`config.mk`:
```
export PLATFORM = sky130hd
export DESIGN_NAME = tx_sample_feeder_flat
export DESIGN_NICKNAME = d
export VERILOG_FILES = /design/src/rtl/tx_sample_feeder_if.sv /design/src/rtl/tx_sample_feeder.sv /design/src/flat_wrapper.sv
export SDC_FILE = /design/constraint.sdc
export NUM_CORES = 1
export LEC_CHECK = 0
export BUFFER_PORTS_ARGS = -buffer_cell sky130_fd_sc_hd__clkbuf_2
export CORE_MARGIN = 2
export CORE_UTILIZATION = 46
export DETAILED_ROUTE_END_ITERATION = 6
export PLACE_DENSITY = 0.74
export SETUP_SLACK_MARGIN = 0.3
export SLEW_MARGIN = 0
export SYNTH_ARGS = -nofsm -noshare
export SYNTH_HDL_FRONTEND = slang
export SYNTH_SLANG_ARGS = --single-unit
```
`constraint.sdc`:
```
create_clock -name clk -period 5.2 [get_ports clk]
set_clock_uncertainty 0.2 [all_clocks]
set_input_delay 0.26 -clock clk [delete_from_list [all_inputs] [get_ports clk]]
set_output_delay 0.26 -clock clk [all_outputs]
set_load 0.05 [all_outputs]
```
`src/rtl/tx_sample_feeder_if.sv`:
```
// Stream bundle between the transmitter control core and tx_sample_feeder:
// frequency, AM and control words, each a 32-bit stb/ack channel.
interface tx_sample_feeder_if;
    logic [31:0] input_tx_freq;
    logic        input_tx_freq_stb;
    logic        input_tx_freq_ack;
    logic [31:0] input_tx_am;
    logic        input_tx_am_stb;
    logic        input_tx_am_ack;
    logic [31:0] input_tx_ctl;
    logic        input_tx_ctl_stb;
    logic        input_tx_ctl_ack;

    modport master (
        output input_tx_freq, input_tx_freq_stb,
        output input_tx_am,   input_tx_am_stb,
        output input_tx_ctl,  input_tx_ctl_stb,
        input  input_tx_freq_ack, input_tx_am_ack, input_tx_ctl_ack
    );

    modport slave (
        input  input_tx_freq, input_tx_freq_stb,
        input  input_tx_am,   input_tx_am_stb,
        input  input_tx_ctl,  input_tx_ctl_stb,
        output input_tx_freq_ack, input_tx_am_ack, input_tx_ctl_ack
    );
endinterface

```
`src/rtl/tx_sample_feeder.sv`:
```
// Buffers AM samples and paces them out at a fixed sample period to the modulator.
// Define TX_AM_HOLD_EN to freeze am_out on underrun instead of muting it.
module tx_sample_feeder #(
    parameter int unsigned FIFO_DEPTH_LOG2 = 4,
    parameter int unsigned SAMPLE_DIV      = 1000,
    parameter int unsigned AM_WIDTH        = 8
) (
    input  logic                     clk,
    input  logic                     rst,
    tx_sample_feeder_if.slave        tx,
    output logic [31:0]              freq_out,
    output logic [AM_WIDTH-1:0]      am_out,
    output logic                     tx_enable,
    output logic                     sample_stb,
    output logic                     underrun,
    output logic [FIFO_DEPTH_LOG2:0] fifo_level
);

    localparam logic [FIFO_DEPTH_LOG2:0] FULL_LEVEL = {1'b1, {FIFO_DEPTH_LOG2{1'b0}}};
    localparam logic [15:0]              TICK_AT    = 16'(SAMPLE_DIV - 1);

    logic [AM_WIDTH-1:0]        mem [(1 << FIFO_DEPTH_LOG2)];
    logic [FIFO_DEPTH_LOG2-1:0] wr_ptr;
    logic [FIFO_DEPTH_LOG2-1:0] rd_ptr;
    logic [15:0]                timer;

    logic                freq_xfer;
    logic                am_xfer;
    logic                ctl_xfer;
    logic                flush;
    logic                tick;
    logic                fifo_empty;
    logic                push;
    logic                pop;
    logic [AM_WIDTH-1:0] am_next;
    logic                unused_bits;

    always_comb begin
        freq_xfer   = tx.input_tx_freq_stb && tx.input_tx_freq_ack;
        am_xfer     = tx.input_tx_am_stb && tx.input_tx_am_ack;
        ctl_xfer    = tx.input_tx_ctl_stb && tx.input_tx_ctl_ack;
        flush       = ctl_xfer && tx.input_tx_ctl[1];
        tick        = (timer == TICK_AT);
        fifo_empty  = (fifo_level == '0);
        // Flush wins: a same-edge push is dropped and a same-edge tick sees an empty FIFO.
        push        = am_xfer && !flush;
        pop         = tick && tx_enable && !fifo_empty && !flush;
        unused_bits = ^{tx.input_tx_am[31:AM_WIDTH], tx.input_tx_ctl[31:2]};
    end

    always_comb begin
        am_next = am_out;
        if (!tx_enable) begin
            am_next = '0;
        end else if (pop) begin
            am_next = mem[rd_ptr];
        end else begin
`ifdef TX_AM_HOLD_EN
            am_next = am_out;
`else
            am_next = '0;
`endif
        end
    end

    always_ff @(posedge clk) begin
        if (push) begin
            mem[wr_ptr] <= tx.input_tx_am[AM_WIDTH-1:0];
        end
    end

    always_ff @(posedge clk or posedge rst) begin
        if (rst) begin
            tx.input_tx_freq_ack <= 1'b0;
            tx.input_tx_am_ack   <= 1'b0;
            tx.input_tx_ctl_ack  <= 1'b0;
            freq_out             <= '0;
            am_out               <= '0;
            tx_enable            <= 1'b0;
            sample_stb           <= 1'b0;
            underrun             <= 1'b0;
            fifo_level           <= '0;
            wr_ptr               <= '0;
            rd_ptr               <= '0;
            timer                <= '0;
        end else begin
            tx.input_tx_freq_ack <= tx.input_tx_freq_stb && !tx.input_tx_freq_ack;
            tx.input_tx_am_ack   <= tx.input_tx_am_stb && !tx.input_tx_am_ack &&
                                    (fifo_level != FULL_LEVEL);
            tx.input_tx_ctl_ack  <= tx.input_tx_ctl_stb && !tx.input_tx_ctl_ack;

            if (freq_xfer) begin
                freq_out <= tx.input_tx_freq;
            end
            if (ctl_xfer) begin
                tx_enable <= tx.input_tx_ctl[0];
            end

            timer      <= tick ? '0 : timer + 16'd1;
            sample_stb <= tick;
            underrun   <= tick && tx_enable && (fifo_empty || flush);
            if (tick) begin
                am_out <= am_next;
            end

            if (flush) begin
                wr_ptr     <= '0;
                rd_ptr     <= '0;
                fifo_level <= '0;
            end else begin
                if (push) begin
                    wr_ptr <= wr_ptr + FIFO_DEPTH_LOG2'(1);
                end
                if (pop) begin
                    rd_ptr <= rd_ptr + FIFO_DEPTH_LOG2'(1);
                end
                if (push && !pop) begin
                    fifo_level <= fifo_level + (FIFO_DEPTH_LOG2 + 1)'(1);
                end else if (pop && !push) begin
                    fifo_level <= fifo_level - (FIFO_DEPTH_LOG2 + 1)'(1);
                end
            end
        end
    end

endmodule

```
`src/flat_wrapper.sv`:
```
// flat-port wrapper written by rule: the top's interface ports become plain ports
module tx_sample_feeder_flat 
#(
    parameter int unsigned FIFO_DEPTH_LOG2 = 4,
    parameter int unsigned SAMPLE_DIV      = 1000,
    parameter int unsigned AM_WIDTH        = 8
)
  (clk, rst, freq_out, am_out, tx_enable, sample_stb, underrun, fifo_level, tx_input_tx_freq, tx_input_tx_freq_stb, tx_input_tx_am, tx_input_tx_am_stb, tx_input_tx_ctl, tx_input_tx_ctl_stb, tx_input_tx_freq_ack, tx_input_tx_am_ack, tx_input_tx_ctl_ack);
  tx_sample_feeder_if tx_i ();
  input  logic clk;
  input  logic rst;
  output logic [31:0] freq_out;
  output logic [AM_WIDTH-1:0] am_out;
  output logic tx_enable;
  output logic sample_stb;
  output logic underrun;
  output logic [FIFO_DEPTH_LOG2:0] fifo_level;
  input wire logic [$bits(tx_i.input_tx_freq)-1:0] tx_input_tx_freq;
  input wire logic [$bits(tx_i.input_tx_freq_stb)-1:0] tx_input_tx_freq_stb;
  input wire logic [$bits(tx_i.input_tx_am)-1:0] tx_input_tx_am;
  input wire logic [$bits(tx_i.input_tx_am_stb)-1:0] tx_input_tx_am_stb;
  input wire logic [$bits(tx_i.input_tx_ctl)-1:0] tx_input_tx_ctl;
  input wire logic [$bits(tx_i.input_tx_ctl_stb)-1:0] tx_input_tx_ctl_stb;
  output wire logic [$bits(tx_i.input_tx_freq_ack)-1:0] tx_input_tx_freq_ack;
  output wire logic [$bits(tx_i.input_tx_am_ack)-1:0] tx_input_tx_am_ack;
  output wire logic [$bits(tx_i.input_tx_ctl_ack)-1:0] tx_input_tx_ctl_ack;
  assign tx_i.input_tx_freq = tx_input_tx_freq;
  assign tx_i.input_tx_freq_stb = tx_input_tx_freq_stb;
  assign tx_i.input_tx_am = tx_input_tx_am;
  assign tx_i.input_tx_am_stb = tx_input_tx_am_stb;
  assign tx_i.input_tx_ctl = tx_input_tx_ctl;
  assign tx_i.input_tx_ctl_stb = tx_input_tx_ctl_stb;
  assign tx_input_tx_freq_ack = tx_i.input_tx_freq_ack;
  assign tx_input_tx_am_ack = tx_i.input_tx_am_ack;
  assign tx_input_tx_ctl_ack = tx_i.input_tx_ctl_ack;
  tx_sample_feeder #(.FIFO_DEPTH_LOG2(FIFO_DEPTH_LOG2), .SAMPLE_DIV(SAMPLE_DIV), .AM_WIDTH(AM_WIDTH)) u_core (.clk(clk), .rst(rst), .tx(tx_i), .freq_out(freq_out), .am_out(am_out), .tx_enable(tx_enable), .sample_stb(sample_stb), .underrun(underrun), .fifo_level(fifo_level));
endmodule
```
Word level (Yosys, flattened, before mapping):

Memory sizes are Yosys's and may differ from the RTL's.
Cells that the tools add are included.

* bits in registers: 75
* latch bits: 0
* bits in writable memories: 128
* bits in read-only memories: 0
* word-level logic and storage cells: 59
* memories: 1

* add/subtract/negate cells: 5
* multiply operators: 0
* divide/modulo/power cells: 0
* $lt $le $gt $ge: 0
* equal/unequal tests: 2
* shifts and indexed selects: 0
* muxes and demuxes: 12
* bitwise logic cells: 0
* reduce and logical (&&, ||, !) cells: 27

Memory list
* u_core.mem: words 16, width 8, read ports 1, clocked after Yosys merged registers in 0, wr ports 1, line tx_sample_feeder.sv:22 `logic [AM_WIDTH-1:0] mem [(1 << FIFO_DEPTH_LOG2)];`

Operator list (count)
* 16-bit by 1-bit adder with 16-bit output (second input constant): 1
* 16-bit by 10-bit equality test with 1-bit output (second input constant): 1
* 16-bit two-way mux: 1
* 4-bit two-way mux: 4
* 8-bit two-way mux: 2
* 1-bit logical AND: 15
* 5-bit two-way mux: 3
* 4-bit by 1-bit adder with 4-bit output (second input constant): 2
* 1-bit logical NOT: 7
* 5-bit by 1-bit adder with 5-bit output (second input constant): 1
* 5-bit logical NOT: 1
* 5-bit != test (second input constant): 1
* 5-bit by 1-bit subtractor with 5-bit output (second input constant): 1
* 2-bit nonzero test: 2
* 3-bit nonzero test: 1
* 1-bit two-way mux: 2
* 1-bit logical OR: 1

Logic depth before layout (Yosys ltp):

* depth after elaboration: 9
* mapped depth: 15

Least setup slack after synthesis:

No wires, ideal clock.

* path kind: reg-to-reg
* start: register u_core.fifo_level[1]
* end: register u_core.fifo_level[4]
* library setup time: 0.078 ns
* data arrival time: 3.231 ns
* data required time: 4.922 ns
* path slack: 1.691 ns
* cell stages (with the launch flop): 13
* buffers on the path: 1
* clock period less this slack: 3.509 ns
* cells stage by stage: dfrtp_1 -> or4_1 -> o21ai_1 -> or3b_1 -> buf_6 -> ha_1 -> inv_1 -> fa_1 -> a21o_1 -> a21oi_1 -> xnor2_1 -> or3_1 -> a21oi_1

* longest elaborated chain between the ends: 8
* elaborated cells between the ends (all ways): 13
* classes of those cells: 2 x add/sub; 3 x mux; 8 x reduce/logical

RTL lines
* from (decl): line tx_sample_feeder.sv:16 `output logic [FIFO_DEPTH_LOG2:0] fifo_level`
* from (signal assigned): line tx_sample_feeder.sv:118 `fifo_level <= fifo_level + (FIFO_DEPTH_LOG2 + 1)'(1);`
* from (signal assigned): line tx_sample_feeder.sv:120 `fifo_level <= fifo_level - (FIFO_DEPTH_LOG2 + 1)'(1);`
* branches (longest 8 deep; another with 5-bit by 1-bit subtractor with 5-bit output)

Several ways; the timed one is not identified. The select of a mux whose other input is x is not followed.
A chain may end at the register's enable or synchronous reset.

Worst setup path after layout:

* start: register u_core.timer[0]
* end: register u_core.fifo_level[4]

* longest elaborated chain between the ends: 8
* elaborated cells between the ends (all ways): 10
* classes of those cells: 1 x eq/ne; 2 x mux; 7 x reduce/logical

RTL lines
* from (decl): line tx_sample_feeder.sv:25 `logic [15:0] timer;`
* from (signal assigned): line tx_sample_feeder.sv:99 `timer <= tick ? '0 : timer + 16'd1;`
* 16-bit by 10-bit equality test with 1-bit output (*): line tx_sample_feeder.sv:43 `tick = (timer == TICK_AT);`
* 1-bit logical AND (*) (3 in series): line tx_sample_feeder.sv:47 `pop = tick && tx_enable && !fifo_empty && !flush;`
* 1-bit logical NOT: line tx_sample_feeder.sv:117 `if (push && !pop) begin`
* 1-bit logical AND: line tx_sample_feeder.sv:117
* 5-bit two-way mux: line tx_sample_feeder.sv:117
* 5-bit two-way mux: line tx_sample_feeder.sv:106 `if (flush) begin`

Mark *: on every way between the ends. The rest lies on a longest branch, timed or not.

==> metrics.cfg <==
[finish]
n_antenna_cell=0
drive_gt1_frac=0.273
syn_to_final_growth_pct=20.3
layout.cells.non_filler=900
layout_common_cells=edfxtp_1 (128), clkbuf_2 (97), dfrtp_1 (74)
nets=774
final_common_cell=edfxtp_1
fillers=1292

[outcome]
status=completed

[clock_network]
clk_latency_ns=0.49
cts_root_buffer=clkbuf_16
cts_resized=0
clk_path_buf_depth=3
numCtsBuffers=21
tritoncts=yes
clk_pin_slew_ns=0.06
clock-sinks=203
ctsHtreeMaxLevel=1

[sta]
setup_viol=0
fmax_mhz=256
fin_crit_ns=3.90
fin_crit_sh=0.750
fin_tns_setup_ns=0
hold_ws_ns=0.0233
worst_slack_ns=1.30
rsz0062_at_grt=no
max_slew_margin=0.150
maxSlewViolCount=0
worst_pin_slew_ns=1.27
hold_viol=0

[flow_run]
drv_cap=0

[placement]
port_buffers=97
dp_cells=825
pre_cts_slack_ns=1.33
gp_congestion=0.798
hpwl_um=10500

[worst_setup_path]
crit_path_start_kind=flip-flop
arrival_ns=4.11
path_class=flip-flop to flip-flop
end_kind=flip-flop
worstPathMaxFanout=10
required_ns=5.41

[synth]
synth_compound_area_frac=0.0362
synthSimpleGateAreaFrac=0.0696
ys_ff_latch=203
synth_area_leaders=edfxtp_1 (47%), dfrtp_1 (23%), mux2i_1 (4.9%)
ys_types=41
syn_inst=525
synth_nets=638
synth_top_area_frac=0.467
ys_seq_area_frac=0.695
synthAdderAreaFrac=0.0192
synth_top_family_by_area=multiplexers
synth_mux_area_frac=0.138
synth_top_cell_by_area=edfxtp_1
synth_xor_area_frac=0.0245
netlist_area_sq_um=8230
ys.warnings.count=0
avgSynthCellArea_sq_um=15.7

[routing]
finalWirelength_um=16600
drc=0
via_count=4793
viasPerCell=5.33
wl_per_cell_um=18.5
ant_nets=0
drt_first_iter_violations=459
drtPass1Iterations=5

[floorplan]
io_pins=152
rows=48
fp.dieArea_sq_um=19000
start_util=0.472
die-width_um=138
core_area_sq_um=17400
die_h_um=138

[power]
p_leak_nw=3.78
power.density_nw_per_um2=400
peakVddDrop_v=0.000270

[min_path]
hold_path_class=input pin to flip-flop

[global_routing]
grt_use_total=0.179
antenna_found_initial=0
grt.overflow.total=0
grt_pass1_wl_um=25600
grt_max_degree=76
grt_pass1_vias=4940

[flip-flops by register name (all words and copies together) (netlist names), 4 cells and up]
name,count
u_core.timer,16
u_core.am_out,8
u_core.wr_ptr,4
u_core.rd_ptr,4
u_core.mem,128
u_core.freq_out,32
u_core.fifo_level,5
[Yosys cell counts, drive strengths merged]
cell,n
nor4bb,1
fa,1
nand2b,4
inv,6
nand2,30
mux2,33
ha,11
a22o,6
and3,4
o211a,1
nor3b,1
or3,2
and4,1
xnor2,12
a21oi,13
mux4,16
or3b,1
a22oi,2
nand4,2
a21o,1
o21ai,12
dfrtp,75
a221oi,10
edfxtp,128
nor2,49
xor2,11
nor3,9
clkbuf,8
buf,17
or4,1
and2,2
mux2i,40
nor2b,4
nand3,8
nor4b,3
[routing by layer]
metal / part of all wire / vias up / track usage
li1: - / 2229 / -
met5: 0 / - / 0
met2: 0.49 / 165 / 0.311
met1: 0.43 / 2375 / 0.233
met4: 0.017 / 0 / 0.0459
met3: 0.066 / 24 / 0.0320
[cells by family (layout without fill, tap and decap cells)]
| logic type | count (synthesis) | count (layout) |
|---|---|---|
| buf+inv | 31 | 181 |
| flops | 203 | 203 |
| fa+ha+maj | 12 | 12 |
| xor+xnor | 23 | 23 |
| simple gates | 122 | 122 |
| compound gates | 45 | 45 |
| mux | 89 | 89 |
[worst max-delay path, stage by stage, from the launching register on]
cell and delay, ns:
dfrtp_1 0.37, ha_1 0.25, nand2_2 0.09, nor4b_2 0.28
and3_1 0.44, or3b_1 0.55, ha_1 0.29, inv_1 0.17
ha_1 0.28, a21o_1 0.16, a21oi_1 0.19, xnor2_1 0.09
or3_1 0.30, a21oi_1 0.15
[stage by stage]
step / total power, mW / area (sq um) / util
after floorplan: 2.42 / 8230 / -
after global placement: 2.58 / 8900 / 0.511
after detailed placement: 2.61 / 8900 / 0.511
after CTS: 3.99 / 9900 / 0.569
after global routing: 4.13 / 9900 / 0.569
final: 3.96 / 9900 / 0.569
[area by class of cell]
cell class	instances	area [sq um]	share of cell area
Inverter	6	22.5	0.00227
Multi-Input combinational cell	291	2360	0.239
Clock buffer	30	593	0.0599
Clock inverter	7	32.5	0.00329
Sequential cell	203	5720	0.578
Tap cell	225	282	0.0284
Timing Repair Buffer	138	888	0.0897
[power breakdown]
part	switching [mW]	internal, mW	leakage (nW)
Combinational	0.471	0.224	1.41
Clock	0.565	0.790	0.314
Sequential	0.0873	1.83	2.05
[worst paths after layout]
| kind | start | endpoint | slack, ns | depth (start not counted) |
|---|---|---|---|---|
| hold reg to reg | u_core.timer[0] | u_core.timer[0] | 0.26 | 1 |
| max in group asynchronous | rst | u_core.rd_ptr[1] | 3.75 | 4 |
| setup reg to reg | u_core.timer[0] | u_core.fifo_level[4] | 1.30 | 13 |
| hold / removal | tx_input_tx_am[7] | u_core.mem[12][7] | 0.02 | 1 |
| setup / recovery | u_core.timer[0] | u_core.fifo_level[4] | 1.30 | 13 |
| min in group asynchronous | rst | u_core.freq_out[30] | 0.40 | 4 |
[what timing repair did]
action,in CTS,in global routing
buffers inserted,0,0
hold endpoints to repair,113,0
hold buffers,38,0
Power figures use the tool's default switching activity.
